<file path="config.mk">
export PLATFORM = sky130hd
export DESIGN_NAME = write_stage_flat
export DESIGN_NICKNAME = d
export VERILOG_FILES = /design/src/rtl/write_stage_pkg.sv /design/src/rtl/write_stage_if.sv /design/src/rtl/write_stage_register_file.sv /design/src/rtl/write_stage.sv /design/src/flat_wrapper.sv
export SDC_FILE = /design/constraint.sdc
export NUM_CORES = 1
export LEC_CHECK = 0
export BUFFER_PORTS_ARGS = -buffer_cell sky130_fd_sc_hd__buf_4
export CORE_AREA = 2 2 172 174
export DETAILED_ROUTE_END_ITERATION = 7
export DIE_AREA = 0 0 174 176
export SYNTH_ARGS = -nofsm -noshare
export SYNTH_HDL_FRONTEND = slang
export SYNTH_SLANG_ARGS = --single-unit
</file>
<file path="constraint.sdc">
create_clock -name clock -period 2.5 [get_ports clock]
set_clock_uncertainty 0.15 [all_clocks]
set_input_delay 0.5 -clock clock [delete_from_list [all_inputs] [get_ports clock]]
set_output_delay 0.5 -clock clock [all_outputs]
set_load 0.01 [all_outputs]
</file>
<file path="src/rtl/write_stage_pkg.sv">
// write_stage_pkg: shared pipeline types, register-file layout and write-stage FSM encoding
package write_stage_pkg;
  localparam int NR = 4;
  localparam int Flags = NR - 1;
  localparam int PC = Flags - 1;
  typedef logic [31:0] regval_t;
  typedef logic [3:0] regind_t;
  typedef logic [3:0] flags_t;
  typedef regval_t [NR-1:0] regfile_t;
  localparam regfile_t ZeroRegFile = '0;
  typedef enum logic {IDLE, STORE} write_state_t;
  // Architectural view: r0 hard-wired to zero, PC slot owned by fetch
  function automatic regfile_t subst_in(regval_t pc, regfile_t rf);
    subst_in = rf;
    subst_in[0] = '0;
    subst_in[PC] = pc;
  endfunction
endpackage

</file>
<file path="src/rtl/write_stage_if.sv">
// write_stage_if: pipeline handshake, retire, redirect and bypass interfaces
interface i_flow_control;
  logic is_valid;
  logic hold;
  modport in (input is_valid, output hold);
  modport out (output is_valid, input hold);
endinterface

interface i_execute_to_write;
  import write_stage_pkg::*;
  logic has_flushed;
  logic is_writing_memory;
  regind_t destination_register;
  regval_t destination_value;
  regval_t adjustment_value;
  logic has_upper_value;
  regval_t upper_value;
  flags_t flags;
  modport write_in (input has_flushed, is_writing_memory, destination_register, destination_value,
                    adjustment_value, has_upper_value, upper_value, flags);
  modport execute_out (output has_flushed, is_writing_memory, destination_register, destination_value,
                       adjustment_value, has_upper_value, upper_value, flags);
endinterface

interface i_write_to_fetch;
  import write_stage_pkg::*;
  regval_t next_pc;
  logic has_flushed;
  modport write_out (input next_pc, output has_flushed);
  modport fetch_in (output next_pc, input has_flushed);
endinterface

interface i_feedback;
  import write_stage_pkg::*;
  logic is_valid;
  regval_t value;
  regind_t index;
  regval_t upper_value;
  logic has_upper_value;
  modport out (output is_valid, value, index, upper_value, has_upper_value);
  modport in (input is_valid, value, index, upper_value, has_upper_value);
endinterface

</file>
<file path="src/rtl/write_stage_register_file.sv">
// register_file: architectural register storage with dual (d, d+1) write port and flags merge
module register_file
  import write_stage_pkg::*;
(
  input  logic     clock,
  input  logic     reset_n,
  input  logic     we,
  input  regind_t  d,
  input  regval_t  value,
  input  logic     has_upper,
  input  regval_t  upper,
  input  flags_t   flags,
  input  regval_t  next_pc,
  output regfile_t registers
);
  regfile_t stored_q, stored_d;
  // Flags default first so an explicit write to the Flags slot overrides it; PC slot never stored
  always_comb begin
    stored_d = stored_q;
    if (we) begin
      stored_d[Flags] = regval_t'(flags);
      for (int i = 1; i < NR; i++) begin
        if (i != PC && int'(d) == i) stored_d[i] = value;
        if (i != PC && has_upper && d != '0 && int'(d) + 1 == i) stored_d[i] = upper;
      end
    end
  end
  always_ff @(posedge clock or negedge reset_n)
    if (!reset_n) stored_q <= ZeroRegFile;
    else stored_q <= stored_d;
  assign registers = subst_in(next_pc, stored_q);
endmodule

</file>
<file path="src/rtl/write_stage.sv">
// write_stage: retires instructions, commits registers/flags, runs the store handshake and redirects fetch
module write_stage
  import write_stage_pkg::*;
#(
  parameter regval_t RESET_PC = '0
) (
  input  logic                       clock,
  input  logic                       reset_n,
  i_flow_control.in                  flow,
  i_execute_to_write.write_in        from_execute,
  i_write_to_fetch.write_out         to_fetch,
  i_feedback.out                     feedback,
  output regfile_t                   registers,
  output regval_t                    redirect_pc,
  output regval_t                    mem_address,
  output regval_t                    mem_data,
  output logic                       mem_write,
  input  logic                       mem_ready
);
  write_state_t state_q, state_d;
  logic flushed_q, flushed_d;
  regval_t redirect_q, redirect_d, addr_q, addr_d, data_q, data_d;
  logic accept, live, st, wr, pc_lo, pc_hi;
  regind_t d;
  always_comb begin
    d = from_execute.destination_register;
    accept = flow.is_valid && !flow.hold && state_q == IDLE;
    live = accept && !from_execute.has_flushed;
    st = live && from_execute.is_writing_memory;
    wr = live && !from_execute.is_writing_memory;
    pc_lo = wr && int'(d) == PC;
    pc_hi = wr && from_execute.has_upper_value && d != '0 && int'(d) + 1 == PC;
    state_d = state_q == IDLE ? (st ? STORE : IDLE) : (mem_ready ? IDLE : STORE);
    flushed_d = pc_lo || pc_hi;
    redirect_d = pc_lo ? from_execute.destination_value : pc_hi ? from_execute.upper_value : redirect_q;
    addr_d = st ? from_execute.adjustment_value : addr_q;
    data_d = st ? from_execute.destination_value : data_q;
  end
  always_ff @(posedge clock or negedge reset_n)
    if (!reset_n) begin
      state_q <= IDLE;
      flushed_q <= 1'b0;
      redirect_q <= RESET_PC;
      addr_q <= '0;
      data_q <= '0;
    end else begin
      state_q <= state_d;
      flushed_q <= flushed_d;
      redirect_q <= redirect_d;
      addr_q <= addr_d;
      data_q <= data_d;
    end
  register_file u_rf (
    .clock,
    .reset_n,
    .we(wr),
    .d,
    .value(from_execute.destination_value),
    .has_upper(from_execute.has_upper_value),
    .upper(from_execute.upper_value),
    .flags(from_execute.flags),
    .next_pc(to_fetch.next_pc),
    .registers
  );
  assign flow.hold = state_q == STORE;
  assign mem_write = state_q == STORE;
  assign mem_address = addr_q;
  assign mem_data = data_q;
  assign redirect_pc = redirect_q;
  assign to_fetch.has_flushed = flushed_q;
  assign feedback.is_valid = wr;
  assign feedback.value = from_execute.destination_value;
  assign feedback.index = d;
  assign feedback.upper_value = from_execute.upper_value;
  assign feedback.has_upper_value = from_execute.has_upper_value;
endmodule

</file>
<file path="src/flat_wrapper.sv">
// flat-port wrapper written by rule: the top's interface ports become plain ports
module write_stage_flat import write_stage_pkg::*;
#(
  parameter regval_t RESET_PC = '0
)
  (clock, reset_n, registers, redirect_pc, mem_address, mem_data, mem_write, mem_ready, flow_is_valid, flow_hold, from_execute_has_flushed, from_execute_is_writing_memory, from_execute_destination_register, from_execute_destination_value, from_execute_adjustment_value, from_execute_has_upper_value, from_execute_upper_value, from_execute_flags, to_fetch_next_pc, to_fetch_has_flushed, feedback_is_valid, feedback_value, feedback_index, feedback_upper_value, feedback_has_upper_value);
  i_flow_control flow_i ();
  i_execute_to_write from_execute_i ();
  i_write_to_fetch to_fetch_i ();
  i_feedback feedback_i ();
  input  logic clock;
  input  logic reset_n;
  output regfile_t registers;
  output regval_t redirect_pc;
  output regval_t mem_address;
  output regval_t mem_data;
  output logic mem_write;
  input  logic mem_ready;
  input wire logic [$bits(flow_i.is_valid)-1:0] flow_is_valid;
  output wire logic [$bits(flow_i.hold)-1:0] flow_hold;
  input wire logic [$bits(from_execute_i.has_flushed)-1:0] from_execute_has_flushed;
  input wire logic [$bits(from_execute_i.is_writing_memory)-1:0] from_execute_is_writing_memory;
  input wire logic [$bits(from_execute_i.destination_register)-1:0] from_execute_destination_register;
  input wire logic [$bits(from_execute_i.destination_value)-1:0] from_execute_destination_value;
  input wire logic [$bits(from_execute_i.adjustment_value)-1:0] from_execute_adjustment_value;
  input wire logic [$bits(from_execute_i.has_upper_value)-1:0] from_execute_has_upper_value;
  input wire logic [$bits(from_execute_i.upper_value)-1:0] from_execute_upper_value;
  input wire logic [$bits(from_execute_i.flags)-1:0] from_execute_flags;
  input wire logic [$bits(to_fetch_i.next_pc)-1:0] to_fetch_next_pc;
  output wire logic [$bits(to_fetch_i.has_flushed)-1:0] to_fetch_has_flushed;
  output wire logic [$bits(feedback_i.is_valid)-1:0] feedback_is_valid;
  output wire logic [$bits(feedback_i.value)-1:0] feedback_value;
  output wire logic [$bits(feedback_i.index)-1:0] feedback_index;
  output wire logic [$bits(feedback_i.upper_value)-1:0] feedback_upper_value;
  output wire logic [$bits(feedback_i.has_upper_value)-1:0] feedback_has_upper_value;
  assign flow_i.is_valid = flow_is_valid;
  assign flow_hold = flow_i.hold;
  assign from_execute_i.has_flushed = from_execute_has_flushed;
  assign from_execute_i.is_writing_memory = from_execute_is_writing_memory;
  assign from_execute_i.destination_register = from_execute_destination_register;
  assign from_execute_i.destination_value = from_execute_destination_value;
  assign from_execute_i.adjustment_value = from_execute_adjustment_value;
  assign from_execute_i.has_upper_value = from_execute_has_upper_value;
  assign from_execute_i.upper_value = from_execute_upper_value;
  assign from_execute_i.flags = from_execute_flags;
  assign to_fetch_i.next_pc = to_fetch_next_pc;
  assign to_fetch_has_flushed = to_fetch_i.has_flushed;
  assign feedback_is_valid = feedback_i.is_valid;
  assign feedback_value = feedback_i.value;
  assign feedback_index = feedback_i.index;
  assign feedback_upper_value = feedback_i.upper_value;
  assign feedback_has_upper_value = feedback_i.has_upper_value;
  write_stage #(.RESET_PC(RESET_PC)) u_core (.clock(clock), .reset_n(reset_n), .flow(flow_i), .from_execute(from_execute_i), .to_fetch(to_fetch_i), .feedback(feedback_i), .registers(registers), .redirect_pc(redirect_pc), .mem_address(mem_address), .mem_data(mem_data), .mem_write(mem_write), .mem_ready(mem_ready));
endmodule
</file>
==> flow_metrics.env, run 1 <==
export IMPL_placed_cell_area_mm2=0.0101
export IMPL_synth_seq_cells=162
export IMPL_final_cells=1279
export IMPL_core_area_mm2=0.0285
export IMPL_hold_depth=2
export IMPL_start_util_pct=27.3
export IMPL_first_global_vias=5820
export IMPL_tightest_slew_ns=0.549
export IMPL_worstPathArrival_ns=1.72
export IMPL_drc_errors=0
export IMPL_slew_violations=0
export IMPL_antenna_cells=0
export IMPL_path_cells="or4b_4 -> clkinv_4 -> buf_4"
export IMPL_post_route_min_period_ns=2.37
export IMPL_synth_avg_cell_area_um2=12.3
export IMPL_crit_type="flop to output port"
export IMPL_routed_wl_mm=25.3
export IMPL_cp_slowest_cell="or4b_4"
export IMPL_fp_dieArea_mm2=0.0306
export IMPL_cts_htree_levels=4
export IMPL_initialDrtViolationCount=316
export IMPL_fmax_mhz=421
export IMPL_worstHoldStart="from_execute_adjustment_value[6]"
export IMPL_power_w=0.00833
export IMPL_mostFrequentLayoutCells="361 x buf_4, 162 x dfrtp_1, 70 x mux2_2"
export IMPL_syn_area_mm2=0.00778
export IMPL_area_growth_pct=37.9
export IMPL_final_setup_tns_ns=0
export IMPL_path_clk_slew_ns=0.08
export IMPL_yosysWarnings=0
export IMPL_overflow=0
export IMPL_required_ns=1.85
export IMPL_via_per_inst=4.48
export IMPL_antenna_found_initial=0
export IMPL_r2r_start="u_core.flow.hold$_DFF_PN0_"
export IMPL_rows=62
export IMPL_vdd_ir_drop_max_uv=386
export IMPL_port_buffers=343
export IMPL_dp_hpwl_mm=18.9
export IMPL_power_density_mw_per_mm2=776
export IMPL_start_kind="flop"
export IMPL_crit_fanout=7
export IMPL_die_height_um=176
export IMPL_finalSetupViolations=0
export IMPL_grt_pass1_wl_mm=37.7
export IMPL_vias=5730
export IMPL_dr_pass1_iters=5
export IMPL_cts_tree="yes"
export IMPL_clkLatencyLatePin_ns=0.41
export IMPL_hold_violations=0
export IMPL_critical_path_max_stage_delay_ns=0.60
export IMPL_stdcell_area_mm2=0.0107
export IMPL_post_drt_wl_per_cell_um=19.8
export IMPL_crit_reg2reg_capture="u_core.u_rf.registers[108]$_DFFE_PN0P_"
export IMPL_hold_path_class="input pin to flop"
export IMPL_grt_usage_pct=16.2
export IMPL_clockBufferDepth=2
export IMPL_fin_util_pct=37.6
export IMPL_drive_gt1_share_pct=57.0
export IMPL_status="complete, no violations"
export IMPL_max_cap_viol_count=0
export IMPL_cp_end_kind="output port"
export IMPL_dp_cells=1246
export IMPL_cts_root_buf="clkbuf_16"
export IMPL_antenna_left=0
export IMPL_r2r_cells=5
export IMPL_grt_start_max_net_pins=66
export IMPL_design_portCount=440
export IMPL_final_common_cell="buf_4"
export IMPL_hold_path_end="u_core.mem_address[6]$_DFFE_PN0P_"
export IMPL_cts_buffers_inserted=17
export IMPL_cts_sink_count=162
export IMPL_power_leakage_nw=5.32
export IMPL_yosysSeqAreaShare_pct=52.1
export IMPL_layout_nets=1025
export IMPL_slew_headroom_pct=63.0
export IMPL_r2r_slack_ns=0.34
export IMPL_rsz0062_at_grt="no"
export IMPL_die_w_um=174
export IMPL_syn_instance_count=633
export IMPL_yosysUniqueCellTypes=34
export IMPL_gp_congestion=0.731
export IMPL_min_period_over_period_pct=94.9
[synth_stat cells, drive strengths merged]
| cell | instances | area share, % |
|---|---|---|
| dfrtp | 162 | 52 |
| buf | 149 | 14 |
| mux2 | 100 | 16 |
| nand2 | 48 | 2.3 |
| a22oi | 33 | 3.2 |
| o21ai | 32 | 2.1 |
| clkbuf | 21 | 1.0 |
| a2bb2oi | 17 | 1.9 |
| o22ai | 17 | 1.4 |
| o2bb2ai | 15 | 1.7 |
| a22o | 14 | 1.6 |
| o31ai | 4 | 0.39 |
| inv | 2 | 0.096 |
| nand2b | 2 | 0.16 |
| nor2 | 2 | 0.097 |
| nor2b | 2 | 0.16 |
| a21o | 1 | 0.097 |
| and3b | 1 | 0.11 |
| clkinv | 1 | 0.11 |
| conb | 1 | 0.048 |
| nand3b | 1 | 0.097 |
| nand4b | 1 | 0.31 |
| nand4bb | 1 | 0.14 |
| nor3 | 1 | 0.13 |
| nor3b | 1 | 0.097 |
| nor4bb | 1 | 0.13 |
| o211ai | 1 | 0.27 |
| or3b | 1 | 0.11 |
| or4b | 1 | 0.13 |
[what timing repair did]
item	in CTS	in global routing
buffers inserted	0	0
hold buffers	1	0
endpoints found under the setup margin	1	0
resized for setup	1	0
hold endpoints to repair	52	0
[area by class of cell]
type | count | area, µm²
well taps | 384 | 480
multi-input cells | 329 | 2680
clock inverters | 14 | 214
flip-flops and latches | 162 | 4050
clock buffers | 18 | 439
repair buffers | 369 | 2850
fillers | 2880 | 17800
inverters | 3 | 16.3
[state kept, by name, summed over array words and instances (netlist names)]
| signal | count |
|---|---|
| u_core.redirect_pc | 32 |
| u_core.mem_data | 32 |
| u_core.mem_address | 32 |
| u_core.u_rf.registers | 64 |
| u_core.to_fetch.has_flushed | 1 |
| u_core.flow.hold | 1 |
[logic make-up after synthesis]
family / after synthesis / share of synthesized area (%)
other: 1 / 0.0482
AND/OR/NAND/NOR: 63 / 3.99
multiplexers: 100 / 15.9
buffers and inverters: 173 / 15.4
flip-flops: 162 / 52.1
AO/OA/AOI/OAI: 134 / 12.5
[worst max-delay path: cells and delay by family (launching register included)]
family	cells	cell delay [ns]
flops	1	0.47
buf+inv	2	0.24
simple gates	1	0.60
[per-layer routing]
layer / part of all wire, % / track usage, % / vias up
met1: 43 / 21.3 / 2926
li1: - / - / 2580
met5: 0 / 0 / -
met4: 1.3 / 4.34 / 0
met2: 50 / 26.9 / 204
met3: 5.4 / 3.92 / 20
[per-stage QoR]
step	worst slack, ns	hold WS [ns]
3_3_place_gp	0.107	0.316
6_report	0.127	0.151
2_1_floorplan	0.350	0.0544
4_1_cts	0.106	0.131
5_1_grt	0.0780	0.123
3_5_place_dp	0.0425	0.328
[where the power goes]
group          internal, W  leakage, nW  switching (W)
Clock              0.00174        0.324        0.00121
Combinational      0.00114         2.94       0.000905
Sequential         0.00307         2.06       0.000256
Total              0.00595         5.32        0.00237
[worst max-delay path by stage]
| stage | start | to | cells past startpoint |
|---|---|---|---|
| global placement | from_execute_has_flushed | u_core.u_rf.registers[108]$_DFFE_PN0P_ | 6 |
| detailed placement | from_execute_has_flushed | u_core.u_rf.registers[105]$_DFFE_PN0P_ | 6 |
| global route | u_core.flow.hold$_DFF_PN0_ | feedback_is_valid | 3 |
| floorplan | from_execute_has_flushed | u_core.u_rf.registers[32]$_DFFE_PN0P_ | 6 |
| CTS | u_core.flow.hold$_DFF_PN0_ | feedback_is_valid | 3 |
| finish | u_core.flow.hold$_DFF_PN0_ | feedback_is_valid | 3 |
(Power assumes the default switching activity.)
==> inputs of run 2 (changes only) <==
==> constraint.sdc (replaced) <==
create_clock -name clock -period 2.5 [get_ports clock]
set_clock_uncertainty 0.15 [all_clocks]
set_input_delay 0.25 -clock clock [delete_from_list [all_inputs] [get_ports clock]]
set_output_delay 0.25 -clock clock [all_outputs]
set_load 0.01 [all_outputs]
==> flow_metrics.env, run 2 (synthesis gave the netlist of run 1 again) <==
export IMPL_layout_nets=1090
export IMPL_fin_ws_ns=0.159
export IMPL_placed_cell_area_mm2=0.00999
export IMPL_clkLatencyLatePin_ns=0.42
export IMPL_post_drt_wl_per_cell_um=19.7
export IMPL_worstPathArrival_ns=2.48
export IMPL_cp_end_kind="flop"
export IMPL_clockBufferDepth=2
export IMPL_core_area_mm2=0.0285
export IMPL_min_period_over_period_pct=93.6
export IMPL_first_global_vias=6196
export IMPL_final_setup_tns_ns=0
export IMPL_p_comb_share_pct=26.0
export IMPL_cts_buffers_inserted=17
export IMPL_cts_tree="yes"
export IMPL_dp_hpwl_mm=18.9
export IMPL_grt_pass1_wl_mm=39.7
export IMPL_cts_htree_levels=4
export IMPL_regArea_mm2=0.00405
export IMPL_fp_dieArea_mm2=0.0306
export IMPL_cts_sink_count=162
export IMPL_antenna_cells=0
export IMPL_largest_register_ffs=64
export IMPL_antenna_found_initial=0
export IMPL_crit_fanout=22
export IMPL_start_kind="flop"
export IMPL_finalSetupViolations=0
export IMPL_gp_congestion=0.754
export IMPL_tightest_slew_ns=0.528
export IMPL_slew_headroom_pct=64.7
export IMPL_grt_start_max_net_pins=66
export IMPL_vias=5937
export IMPL_antenna_left=0
export IMPL_pwr_share_seq_pct=40.4
export IMPL_status="complete, no violations"
export IMPL_vdd_ir_drop_max_uv=364
export IMPL_path_clk_slew_ns=0.08
export IMPL_slew_violations=0
export IMPL_die_height_um=176
export IMPL_port_buffers=343
export IMPL_hold_violations=0
export IMPL_required_ns=2.64
export IMPL_final_common_cell="buf_4"
export IMPL_p_int_w=0.00587
export IMPL_overflow=0
export IMPL_fin_util_pct=39.6
export IMPL_power_leakage_nw=5.54
export IMPL_initialDrtViolationCount=247
export IMPL_start_util_pct=27.3
export IMPL_clkPwrFrac_pct=33.6
export IMPL_whs_ns=0.0148
export IMPL_cts_root_buf="clkbuf_16"
export IMPL_area_growth_pct=45.3
export IMPL_drive_gt1_share_pct=52.4
export IMPL_mostFrequentLayoutCells="359 x buf_4, 162 x dfrtp_1, 71 x dlygate4sd3_1"
export IMPL_power_density_mw_per_mm2=726
export IMPL_max_cap_viol_count=0
export IMPL_rows=62
export IMPL_stdcell_area_mm2=0.0113
export IMPL_fmax_mhz=427
export IMPL_design_portCount=440
export IMPL_switching_power_w=0.00234
export IMPL_drc_errors=0
export IMPL_hold_path_class="input pin to flop"
export IMPL_crit_type="flop to flop"
export IMPL_routed_wl_mm=26.4
export IMPL_dr_pass1_iters=4
export IMPL_grt_usage_pct=17.1
export IMPL_multi_input_area_mm2=0.00267
export IMPL_post_route_min_period_ns=2.34
export IMPL_fill_cells=2815
export IMPL_rsz0062_at_grt="no"
export IMPL_via_per_inst=4.42
export IMPL_die_w_um=174
export IMPL_swShare_pct=28.5
export IMPL_pre_cts_ws_ns=0.186
run 2: cell types whose count changed in the layout (fill, tap and decap cells not counted), moves of 2 or more:
cell,change
buf_12,-3
dlygate4sd3_1,+70
clkinvlp_4,+2
clkbuf_1,+2
inv_8,-3
buf_4,-2
run 2: final cells by class:
cell class / count / area share (%)
clock buffer: 19 / 3.83
sequential: 162 / 35.9
multi-input combinational: 329 / 23.6
clock inverter: 13 / 1.54
inverter: 3 / 0.144
tap: 384 / 4.25
timing repair buffer: 434 / 30.8
run 2: worst max-delay path, cell delays in order (launching register included):
cell and delay, ns:
dfrtp_1 0.38, or4b_2 0.76, clkinv_4 0.15, nand4b_4 0.10
buf_4 0.31, mux2_4 0.35
run 2: through the flow:
stage	power [W]	std cells
floorplan	0.00433	664
global placement	0.00541	1241
detailed placement	0.00544	1241
CTS	0.00833	1344
global route	0.00862	1344
finish	0.00821	1344
run 2: worst paths after layout:
check	from	slack [ns]	to	cells after the start
setup / recovery	u_core.flow.hold$_DFF_PN0_	0.16	u_core.u_rf.registers[53]$_DFFE_PN0P_	5
hold / removal	from_execute_flags[0]	0.01	u_core.u_rf.registers[96]$_DFFE_PN0P_	3
setup reg to reg	u_core.flow.hold$_DFF_PN0_	0.16	u_core.u_rf.registers[53]$_DFFE_PN0P_	5
hold reg to reg	u_core.u_rf.registers[99]$_DFFE_PN0P_	0.33	u_core.u_rf.registers[99]$_DFFE_PN0P_	2
max in group asynchronous	reset_n	1.43	u_core.u_rf.registers[110]$_DFFE_PN0P_	3
min in group asynchronous	reset_n	0.12	u_core.mem_data[28]$_DFFE_PN0P_	2
run 2: timing repair:
item                       4_1_cts  5_1_grt
setup endpoints to repair        0        0
resized for setup                0        0
buffers inserted                 0        0
hold buffers                    71        0
hold endpoints to repair       263        0
run 2: layer usage:
metal / GRT usage, % / routed length, µm / vias to the layer above
li1: - / - / 2726
met1: 22.1 / 11100 / 2968
met2: 28.6 / 13400 / 216
met3: 3.92 / 1440 / 27
met4: 4.94 / 508 / 0
met5: 0 / 0 / -
run 2: power by group through the flow:
stage                     logic [W]  clock network [W]  registers (W)
after floorplan            0.000777                  0        0.00355
after CTS                   0.00217            0.00285        0.00332
final                       0.00214            0.00276        0.00332
after detailed placement    0.00208                  0        0.00336
after global routing        0.00229            0.00295        0.00338
after global placement      0.00206                  0        0.00335
==> inputs of run 3 (changes only) <==
--- a/config.mk
+++ b/config.mk
@@ -6,9 +6,11 @@
 export NUM_CORES = 1
 export LEC_CHECK = 0
 export BUFFER_PORTS_ARGS = -buffer_cell sky130_fd_sc_hd__buf_4
-export CORE_AREA = 2 2 172 174
+export CORE_AREA = 2 2 171 173
 export DETAILED_ROUTE_END_ITERATION = 7
-export DIE_AREA = 0 0 174 176
+export DIE_AREA = 0 0 173 175
+export MAX_ROUTING_LAYER = met4
 export SYNTH_ARGS = -nofsm -noshare
 export SYNTH_HDL_FRONTEND = slang
+export SYNTH_HIERARCHICAL = 1
 export SYNTH_SLANG_ARGS = --single-unit
==> flow_metrics.env, run 3 <==
export IMPL_antenna_left=0
export IMPL_dp_hpwl_mm=18.2
export IMPL_core_area_mm2=0.0284
export IMPL_final_setup_tns_ns=0
export IMPL_fmax_mhz=420
export IMPL_fp_dieArea_mm2=0.0303
export IMPL_yosysSeqAreaShare_pct=52.8
export IMPL_tightest_slew_ns=1.05
export IMPL_syn_instance_count=613
export IMPL_post_drt_wl_per_cell_um=19.1
export IMPL_rows=62
export IMPL_status="complete, no violations"
export IMPL_final_common_cell="buf_4"
export IMPL_worstPathArrival_ns=2.56
export IMPL_cts_htree_levels=4
export IMPL_yosysWarnings=6
export IMPL_mostFrequentLayoutCells="359 x buf_4, 162 x dfrtp_1, 99 x mux2_2"
export IMPL_min_period_over_period_pct=95.2
export IMPL_crit_fanout=28
export IMPL_synth_top_flop_cell="dfrtp_1"
export IMPL_finalSetupViolations=0
export IMPL_overflow=0
export IMPL_power_density_mw_per_mm2=699
export IMPL_yosysTopAreaCellShare_pct=52.8
export IMPL_area_growth_pct=48.3
export IMPL_drive_gt1_share_pct=52.7
export IMPL_port_buffers=343
export IMPL_post_route_min_period_ns=2.38
export IMPL_antenna_found_initial=0
export IMPL_fill_cells=2706
export IMPL_gp_congestion=0.733
export IMPL_crit_type="flop to flop"
export IMPL_cts_root_buf="clkbuf_16"
export IMPL_yosysMostFrequentCell="dfrtp_1"
export IMPL_postCtsSetupBuffers=0
export IMPL_cts_buffers_inserted=17
export IMPL_start_util_pct=27.1
export IMPL_rsz0062_at_grt="no"
export IMPL_via_per_inst=4.48
export IMPL_design_portCount=440
export IMPL_r2r_cells=6
export IMPL_grt_usage_pct=17.4
export IMPL_cp_slowest_cell="or4b_4"
export IMPL_synth_async_reset_ratio_pct=100
export IMPL_placed_cell_area_mm2=0.00989
export IMPL_crit_reg2reg_capture="u_core/redirect_pc[30]$_DFFE_PN0P_"
export IMPL_hold_depth=3
export IMPL_path_cells="or4b_4 -> clkinv_2 -> buf_4 -> o211ai_4 -> clkinv_4 -> a2bb2oi_1"
export IMPL_die_w_um=173
export IMPL_cts_sink_count=162
export IMPL_r2r_start="u_core/flow.hold$_DFF_PN0_"
export IMPL_vdd_ir_drop_max_uv=475
export IMPL_layout_nets=1096
export IMPL_start_kind="flop"
export IMPL_synth_top_cell_by_area="dfrtp_1"
export IMPL_path_clk_slew_ns=0.07
export IMPL_cts_resized=0
export IMPL_die_height_um=175
export IMPL_synth_common_cells="162 x dfrtp_1, 136 x buf_4, 99 x mux2_2"
export IMPL_grt_pass1_wl_mm=39.0
export IMPL_busiest_layer="met2"
export IMPL_critical_path_max_stage_delay_ns=0.58
export IMPL_first_global_vias=6351
export IMPL_synth_avg_cell_area_um2=12.5
export IMPL_ctsHoldBuffers=94
export IMPL_hold_path_end="u_core/u_rf/registers[113]$_DFFE_PN0P_"
export IMPL_grt_util_met2_pct=29.0
export IMPL_yosysUniqueCellTypes=33
export IMPL_syn_area_mm2=0.00768
export IMPL_synth_seq_cells=162
export IMPL_power_leakage_nw=5.39
export IMPL_cp_end_kind="flop"
export IMPL_clkLatencyLatePin_ns=0.42
export IMPL_met1_usage_pct=20.7
export IMPL_slew_violations=0
export IMPL_stdcell_area_mm2=0.0114
export IMPL_largest_register_ffs=64
export IMPL_synth_area_leaders="dfrtp_1 53%, mux2_2 15%, buf_4 13%"
export IMPL_dr_pass1_iters=5
export IMPL_slew_headroom_pct=29.4
export IMPL_drc_errors=0
export IMPL_use_met3_pct=4.59
export IMPL_routed_wl_mm=25.8
export IMPL_hold_violations=0
export IMPL_grt_start_max_net_pins=66
export IMPL_vias=6048
export IMPL_cts_tree="yes"
export IMPL_hold_path_class="input pin to flop"
export IMPL_initialDrtViolationCount=369
export IMPL_clockBufferDepth=2
export IMPL_required_ns=2.68
export IMPL_antenna_cells=0
export IMPL_synth_edff_count=0
export IMPL_max_cap_viol_count=0
export IMPL_power_w=0.00796
export IMPL_r2r_slack_ns=0.12
export IMPL_worstHoldStart="from_execute_upper_value[17]"
## run 3: cell count changes in the layout (fill, tap and decap cells not counted), sizes merged, moves of 3 or more
cell         delta
inv            +33
a21oi           +4
a22oi          +26
o31ai           -4
o22ai          +16
a22o           -14
a2bb2oi        -12
nand2          -46
o2bb2ai        +12
o21ai          -32
dlygate4sd3    +23
bufinv          -3
o32ai           +4
## run 3: stage by stage
stage | hold slack [ns] | util, % | setup WS [ns] | instances
final | 0.0148 | 40.1 | 0.119 | 1350
after detailed placement | 0.136 | 34.8 | 0.123 | 1224
after global routing | 0.0126 | 40.1 | 0.00139 | 1350
after global placement | 0.135 | 34.8 | 0.200 | 1224
after floorplan | -0.196 | - | 0.101 | 644
after CTS | 0.000760 | 40.1 | 0.100 | 1350
## run 3: power by group
part	switching (W)	internal, W	total, W
clock network	0.00123	0.00132	0.00255
registers	0.000242	0.00306	0.00330
logic	0.000919	0.00119	0.00211
total	0.00239	0.00557	0.00796
## run 3: worst max path at each step
| stage | start | to | cells after the start |
|---|---|---|---|
| global placement | u_core/flow.hold$_DFF_PN0_ | u_core/redirect_pc[30]$_DFFE_PN0P_ | 6 |
| finish | u_core/flow.hold$_DFF_PN0_ | u_core/redirect_pc[30]$_DFFE_PN0P_ | 6 |
| floorplan | u_core/flow.hold$_DFF_PN0_ | u_core/u_rf/registers[34]$_DFFE_PN0P_ | 7 |
| CTS | u_core/flow.hold$_DFF_PN0_ | u_core/redirect_pc[29]$_DFFE_PN0P_ | 6 |
| global route | u_core/flow.hold$_DFF_PN0_ | u_core/redirect_pc[28]$_DFFE_PN0P_ | 6 |
| detailed placement | u_core/flow.hold$_DFF_PN0_ | u_core/redirect_pc[29]$_DFFE_PN0P_ | 6 |
## run 3: per-layer routing
layer / part of all wire, % / vias up
li1: - / 2717
met1: 41 / 3006
met2: 51 / 289
met3: 6.5 / 36
met4: 1.9 / 0
met5: 0 / -
## run 3: cells by family (layout without fill, tap and decap cells)
logic type / count (synthesis) / count (layout) / share of synthesized area (%)
flip-flops: 162 / 162 / 52.8
multiplexers: 100 / 100 / 14.7
other: 1 / 32 / 0.0488
buffers and inverters: 200 / 522 / 17.5
AO/OA/AOI/OAI: 134 / 134 / 13.2
AND/OR/NAND/NOR: 16 / 16 / 1.82
## run 3: area by class of cell
type / count / area [µm²] / share of cell area, %
clock inverters: 15 / 135 / 1.19
clock buffers: 17 / 425 / 3.73
well taps: 384 / 480 / 4.22
multi-input cells: 282 / 2430 / 21.3
repair buffers: 459 / 3750 / 32.9
flip-flops and latches: 162 / 4050 / 35.6
inverters: 31 / 123 / 1.08
## run 3: worst max-delay path, delay by kind of cell (launching register included)
family / cells / cell delay [ns]
AOI/OAI and AO/OA: 2 / 0.58
and+or+nand+nor: 1 / 0.58
buffers and inverters: 3 / 0.56
DFF: 1 / 0.42
